$ cat src/rtl/bcd_timer_pkg.sv
// Shared types and constants for the BCD countdown timer.
package bcd_timer_pkg;

  typedef enum logic [1:0] {IDLE, RUN, PAUSE, DONE} timer_state_t;

  localparam int         BCD_W   = 4;
  localparam logic [3:0] BCD_MAX = 4'd9;

  // Clamp a raw nibble into the legal BCD range 0..9.
  function automatic logic [3:0] sanitise_digit(input logic [3:0] d);
    return (d > BCD_MAX) ? BCD_MAX : d;
  endfunction

endpackage

$ cat src/rtl/bcd_countdown_timer_digit.sv
// One BCD decade that counts 9..0 and raises a borrow when it wraps
// from 0 back to 9. Digits are chained through dec_in/borrow_out so a
// borrow ripples through every digit within a single clock.
import bcd_timer_pkg::*;

module bcd_down_digit (
  input  logic             clk,
  input  logic             rst_n,
  input  logic             load,
  input  logic [BCD_W-1:0] load_digit,
  input  logic             dec_in,
  output logic [BCD_W-1:0] digit,
  output logic             borrow_out
);

  logic [BCD_W-1:0] digit_q;
  logic [BCD_W-1:0] digit_d;

  // Next value: a load overrides any decrement; 0 wraps to 9.
  always_comb begin
    digit_d = digit_q;
    if (load) begin
      digit_d = load_digit;
    end else if (dec_in) begin
      digit_d = (digit_q == '0) ? BCD_MAX : digit_q - 4'd1;
    end
  end

  // Digit register.
  always_ff @(posedge clk or negedge rst_n) begin
    if (!rst_n) begin
      digit_q <= '0;
    end else begin
      digit_q <= digit_d;
    end
  end

  assign digit      = digit_q;
  assign borrow_out = dec_in && (digit_q == '0);

endmodule

$ cat src/rtl/bcd_countdown_timer.sv
// Multi-digit BCD countdown timer with load, start, pause and a one-cycle
// done pulse when the count reaches zero.
// Optional feature macro: AUTO_RELOAD_EN -- when defined, the terminal tick
// reloads the last loaded value and keeps running (periodic timer).
//
// Handshake: there is no valid/ready flow control. load, start, pause and
// tick are sampled every rising edge with priority load > pause > start >
// tick; tick is a one-cycle strobe and only counts while the timer is in RUN.
import bcd_timer_pkg::*;

module bcd_countdown_timer #(
  parameter int DIGITS = 4
) (
  input  logic                  clk,
  input  logic                  rst_n,
  input  logic                  load,
  input  logic [4*DIGITS-1:0]   load_val,
  input  logic                  start,
  input  logic                  pause,
  input  logic                  tick,
  output logic [4*DIGITS-1:0]   count,
  output logic                  zero,
  output logic                  busy,
  output logic                  done
);

  localparam int W = BCD_W * DIGITS;

  timer_state_t   state_q;
  logic           busy_q;
  logic           done_q;

  logic [W-1:0]   load_san;
  logic [W-1:0]   count_w;
  logic [DIGITS:0] dec_chain;
  logic           zero_w;
  logic           run_tick;
  logic           terminal;
  logic           digit_load;
  logic [W-1:0]   digit_src;
  logic           unused_borrow;

  // Out-of-range digits in the preset are clamped to 9.
  for (genvar k = 0; k < DIGITS; k++) begin : g_san
    assign load_san[k*BCD_W +: BCD_W] = sanitise_digit(load_val[k*BCD_W +: BCD_W]);
  end

  assign zero_w   = (count_w == '0);
  // A tick only counts in RUN and is dropped if pause or load wins this cycle.
  assign run_tick = (state_q == RUN) && tick && !pause && !load;
  assign terminal = run_tick && (count_w == W'(1));

`ifdef AUTO_RELOAD_EN
  logic [W-1:0] reload_q;
  logic         reload_fire;

  assign reload_fire = terminal && (reload_q != '0);
  assign digit_load  = load || reload_fire;
  assign digit_src   = load ? load_san : reload_q;

  // Remembers the last preset so a periodic run can restart from it.
  always_ff @(posedge clk or negedge rst_n) begin
    if (!rst_n) begin
      reload_q <= '0;
    end else if (load) begin
      reload_q <= load_san;
    end
  end
`else
  assign digit_load = load;
  assign digit_src  = load_san;
`endif

  // Decrement enters at digit 0; never decrement an already-zero count.
  assign dec_chain[0] = run_tick && !zero_w;

  for (genvar k = 0; k < DIGITS; k++) begin : g_digit
    bcd_down_digit u_digit (
      .clk        (clk),
      .rst_n      (rst_n),
      .load       (digit_load),
      .load_digit (digit_src[k*BCD_W +: BCD_W]),
      .dec_in     (dec_chain[k]),
      .digit      (count_w[k*BCD_W +: BCD_W]),
      .borrow_out (dec_chain[k+1])
    );
  end

  // A borrow out of the top digit cannot occur because zero is never decremented.
  assign unused_borrow = dec_chain[DIGITS];

  // Control FSM with registered busy and done outputs.
  always_ff @(posedge clk or negedge rst_n) begin
    if (!rst_n) begin
      state_q <= IDLE;
      busy_q  <= 1'b0;
      done_q  <= 1'b0;
    end else begin
      done_q <= 1'b0;
      if (load) begin
        state_q <= IDLE;
        busy_q  <= 1'b0;
      end else begin
        case (state_q)
          IDLE, PAUSE: begin
            if (!pause && start && !zero_w) begin
              state_q <= RUN;
              busy_q  <= 1'b1;
            end
          end
          RUN: begin
            if (pause) begin
              state_q <= PAUSE;
              busy_q  <= 1'b0;
            end else if (terminal) begin
              done_q <= 1'b1;
`ifdef AUTO_RELOAD_EN
              if (reload_q == '0) begin
                state_q <= DONE;
                busy_q  <= 1'b0;
              end
`else
              state_q <= DONE;
              busy_q  <= 1'b0;
`endif
            end
          end
          DONE: begin
            state_q <= DONE;
          end
          default: begin
            state_q <= IDLE;
            busy_q  <= 1'b0;
          end
        endcase
      end
    end
  end

  assign count = count_w;
  assign zero  = zero_w;
  assign busy  = busy_q;
  assign done  = done_q;

endmodule

$ cat config.mk
export PLATFORM = sky130hd
export DESIGN_NAME = bcd_countdown_timer
export DESIGN_NICKNAME = d
export VERILOG_FILES = /design/src/rtl/bcd_timer_pkg.sv /design/src/rtl/bcd_countdown_timer_digit.sv /design/src/rtl/bcd_countdown_timer.sv
export SDC_FILE = /design/constraint.sdc
export NUM_CORES = 1
export LEC_CHECK = 0
export ABC_AREA = 1
export BUFFER_PORTS_ARGS = -buffer_cell sky130_fd_sc_hd__buf_2
export CAP_MARGIN = 20
export CORE_UTILIZATION = 39
export DETAILED_ROUTE_END_ITERATION = 6
export GPL_TIMING_DRIVEN = 0
export PLACE_DENSITY_LB_ADDON = 0.1
export REMOVE_ABC_BUFFERS = 1
export SLEW_MARGIN = 30
export SYNTH_ARGS = -nofsm -noshare
export SYNTH_HDL_FRONTEND = slang
export SYNTH_SLANG_ARGS = --single-unit
$ cat constraint.sdc
create_clock -name clk -period 1.8 [get_ports clk]
set_clock_uncertainty 0.1 [all_clocks]
set_input_delay 0.09 -clock clk [delete_from_list [all_inputs] [get_ports clk]]
set_output_delay 0.09 -clock clk [all_outputs]
set_load 0.1 [all_outputs]
==> flow_metrics.tcl <==
set metrics [dict create \
    final_cells 284 \
    fin_crit_sh_pct 93.2 \
    crit_path_start_kind "flip-flop" \
    fmax_mhz 596 \
    drtPass1Iterations 4 \
    cp-end-kind "output pin" \
    viasPerCell 4.70 \
    post_drt_wl_per_cell_um 10.7 \
    drt_iter0_drc 55 \
    hold_viol 0 \
    use_met1_pct 23.3 \
    ys_ff_latch 20 \
    drc_errors 0 \
    clkSlewWorstSetupHoldPaths_ns 0.12 \
    drv_cap 0 \
    numPortBuffers 40 \
    wirelength_mm 3.05 \
    relSlewSlack_pct 68.1 \
    grt_util_met2_pct 28.6 \
    final_nets 262 \
    r2r_slack_ns 0.15 \
    grt_pass1_wl_mm 4.77 \
    ff2ff_path_depth 9 \
    max_stage_delay_ns 0.43 \
    dpl.hpwl_mm 2.12 \
    clk_latency_ns 0.30 \
    rsz0062_at_grt "false" \
    clockBufferDepth 2 \
    layout_common_cells "nand2_1 (47), buf_2 (39), nor2_1 (20), nand3_1 (19), dfrtp_1 (15)" \
    fin_total_pwr_mw 2.07 \
    dp.cells 270 \
    fill_cells 352 \
    cp.depth 6 \
    mostFrequentLayoutCell "nand2_1" \
    cp_max_fo 4 \
    use_met3_pct 3.84 \
    numCtsBuffers 3 \
    root_buffer "clkbuf_4" \
    grt_max_degree 27 \
    worst_ep_arrival_time_ns 1.49 \
    netlist_area_sq_um 1360 \
    hold_path_depth 4 \
    power_density_nw_per_um2 1180 \
    synthCells 188 \
    start_util_pct 40.6 \
    clock-sinks 20 \
    critPathKind "reg2out" \
    synth.avg_cell_area_sq_um 7.21 \
    critical_path_buf_inv_count 2 \
    min_period_ns 1.68 \
    die_h_um 61.0 \
    leakage_nw 0.915 \
    min_path_type "in2reg" \
    area_growth_pct 29.2 \
    setup_viol 0 \
    io_pins 41 \
    synth-seq-area-share_pct 36.9 \
    rows 21 \
    num_vias 1335 \
    gp_congestion 0.800 \
    crit_required_ns 1.61 \
    track_usage_pct 17.2 \
    drive_above_1_share_pct 34.9 \
    cpMaxStageDelayCell "dfrtp_1" \
    max_slew.worst_pin.slew_ns 0.479 \
    slew_violations 0 \
    worstPathCellList "nor2_2 > nand2_2 > nor2_4 > nand2_4 > inv_2 > buf_12" \
    die_w_um 61.0 \
    outcome "finished, final reports clean" \
    synth_cell_types 30 \
    core-area_sq_um 3340 \
    cp_top_family "simple AND/OR/NAND/NOR gates" \
    ir_drop_mv 0.935 \
    yosysWarningCount 0 \
    first_global_vias 1063 \
    cts_tree "yes" \
    top_usage_layer "met2" \
    gr-total-overflow 0 \
    design.die.area_sq_um 3720 \
    antenna_found_initial 0 \
    ant_nets 0 \
    cts.htree.levels 1 \
    antenna_cells 0 \
]
==> where the power goes <==
group	total [mW]	switching [mW]	internal, mW
Clock	0.219	0.141	0.0781
Combinational	1.20	0.921	0.279
Sequential	0.650	0.112	0.538
Total	2.07	1.17	0.895
==> logic make-up (layout without fill, tap and decap cells) <==
family / count (synthesis) / after routing / synth area share [%]
AND/OR/NAND/NOR: 114 / 114 / 42.0
XOR/XNOR: 3 / 3 / 1.94
flip-flops: 20 / 20 / 36.9
AO/OA/AOI/OAI: 30 / 30 / 12.7
buffers and inverters: 21 / 71 / 6.46
==> metrics by stage <==
step | setup TNS, ns | utilization (%) | hold WS (ns) | cell area [sq um] | setup slack (ns)
floorplan | -3.19 | - | -0.306 | 1330 | -0.351
global placement | 0 | 47.7 | -0.0159 | 1590 | 0.154
detailed placement | 0 | 47.7 | -0.0157 | 1590 | 0.147
CTS | 0 | 49.7 | 0.00179 | 1660 | 0.0259
global route | 0 | 52.5 | 0.0375 | 1750 | 0.0128
finish | 0 | 52.5 | 0.00635 | 1750 | 0.122
==> final timing paths <==
path | from | to
worst max-delay path | g_digit[2].u_digit.digit[3] | zero
worst min-delay path | load_val[3] | g_digit[0].u_digit.digit[3]
worst max register to register | g_digit[2].u_digit.digit[3] | g_digit[2].u_digit.digit[2]
worst min register to register | busy | busy
max in group asynchronous | rst_n | g_digit[3].u_digit.digit[0]
min in group asynchronous | rst_n | busy
==> metal layers <==
layer | up-vias | wire [um] | share of wire, %
met1 | 586 | 1490 | 49
met2 | 32 | 1400 | 46
li1 | 715 | - | -
met4 | 0 | 23 | 0.75
met3 | 2 | 137 | 4.5
met5 | - | 0 | 0
==> cells in the mapped netlist <==
master,n,area [sq um]
o21ai_2,1,8.76
dfrtp_1,20,500
or2_1,1,6.26
inv_1,15,56.3
o211ai_1,1,7.51
or2_2,1,6.26
a22oi_1,3,22.5
nand3_4,1,17.5
nand2_1,47,176
o21ai_0,12,60.1
a21boi_0,1,7.51
nand3b_1,1,7.51
clkbuf_1,1,3.75
nor2_1,22,82.6
buf_2,1,5.00
inv_2,2,7.51
nand2_4,3,33.8
nand3_1,19,95.1
a22o_1,1,8.76
buf_1,1,3.75
o31ai_1,1,7.51
nand2_2,7,43.8
o21ai_1,6,30.0
nor2_2,5,31.3
a21oi_1,4,20.0
buf_6,1,11.3
and3_1,1,6.26
nor2_4,5,56.3
nand4_1,1,6.26
xor2_1,3,26.3
==> area by class of cell <==
class	instances	area, sq um	area share [%]
Inverter	17	63.8	3.64
Multi-Input combinational cell	147	793	45.3
Clock buffer	3	22.5	1.29
Tap cell	46	57.6	3.29
Timing Repair Buffer	51	308	17.6
Sequential cell	20	507	28.9
==> tightest hold or removal path, cell delays in order <==
cell      delay [ns]
buf_2           0.08
or2_1           0.09
o211ai_1        0.08
nand2_1         0.05
==> state kept, by name, indices dropped and copies added (netlist names) <==
name,count
busy,1
done,1
g_digit.u_digit.digit,16
state_q,2
==> repair_timing <==
action,4_1_cts,5_1_grt
setup buffers,0,7
endpoints found under the setup margin,1,5
gates resized for setup,2,14
pin swaps,0,4
hold endpoints to repair,23,0
hold buffers,4,0
(Power assumes the default switching activity.)
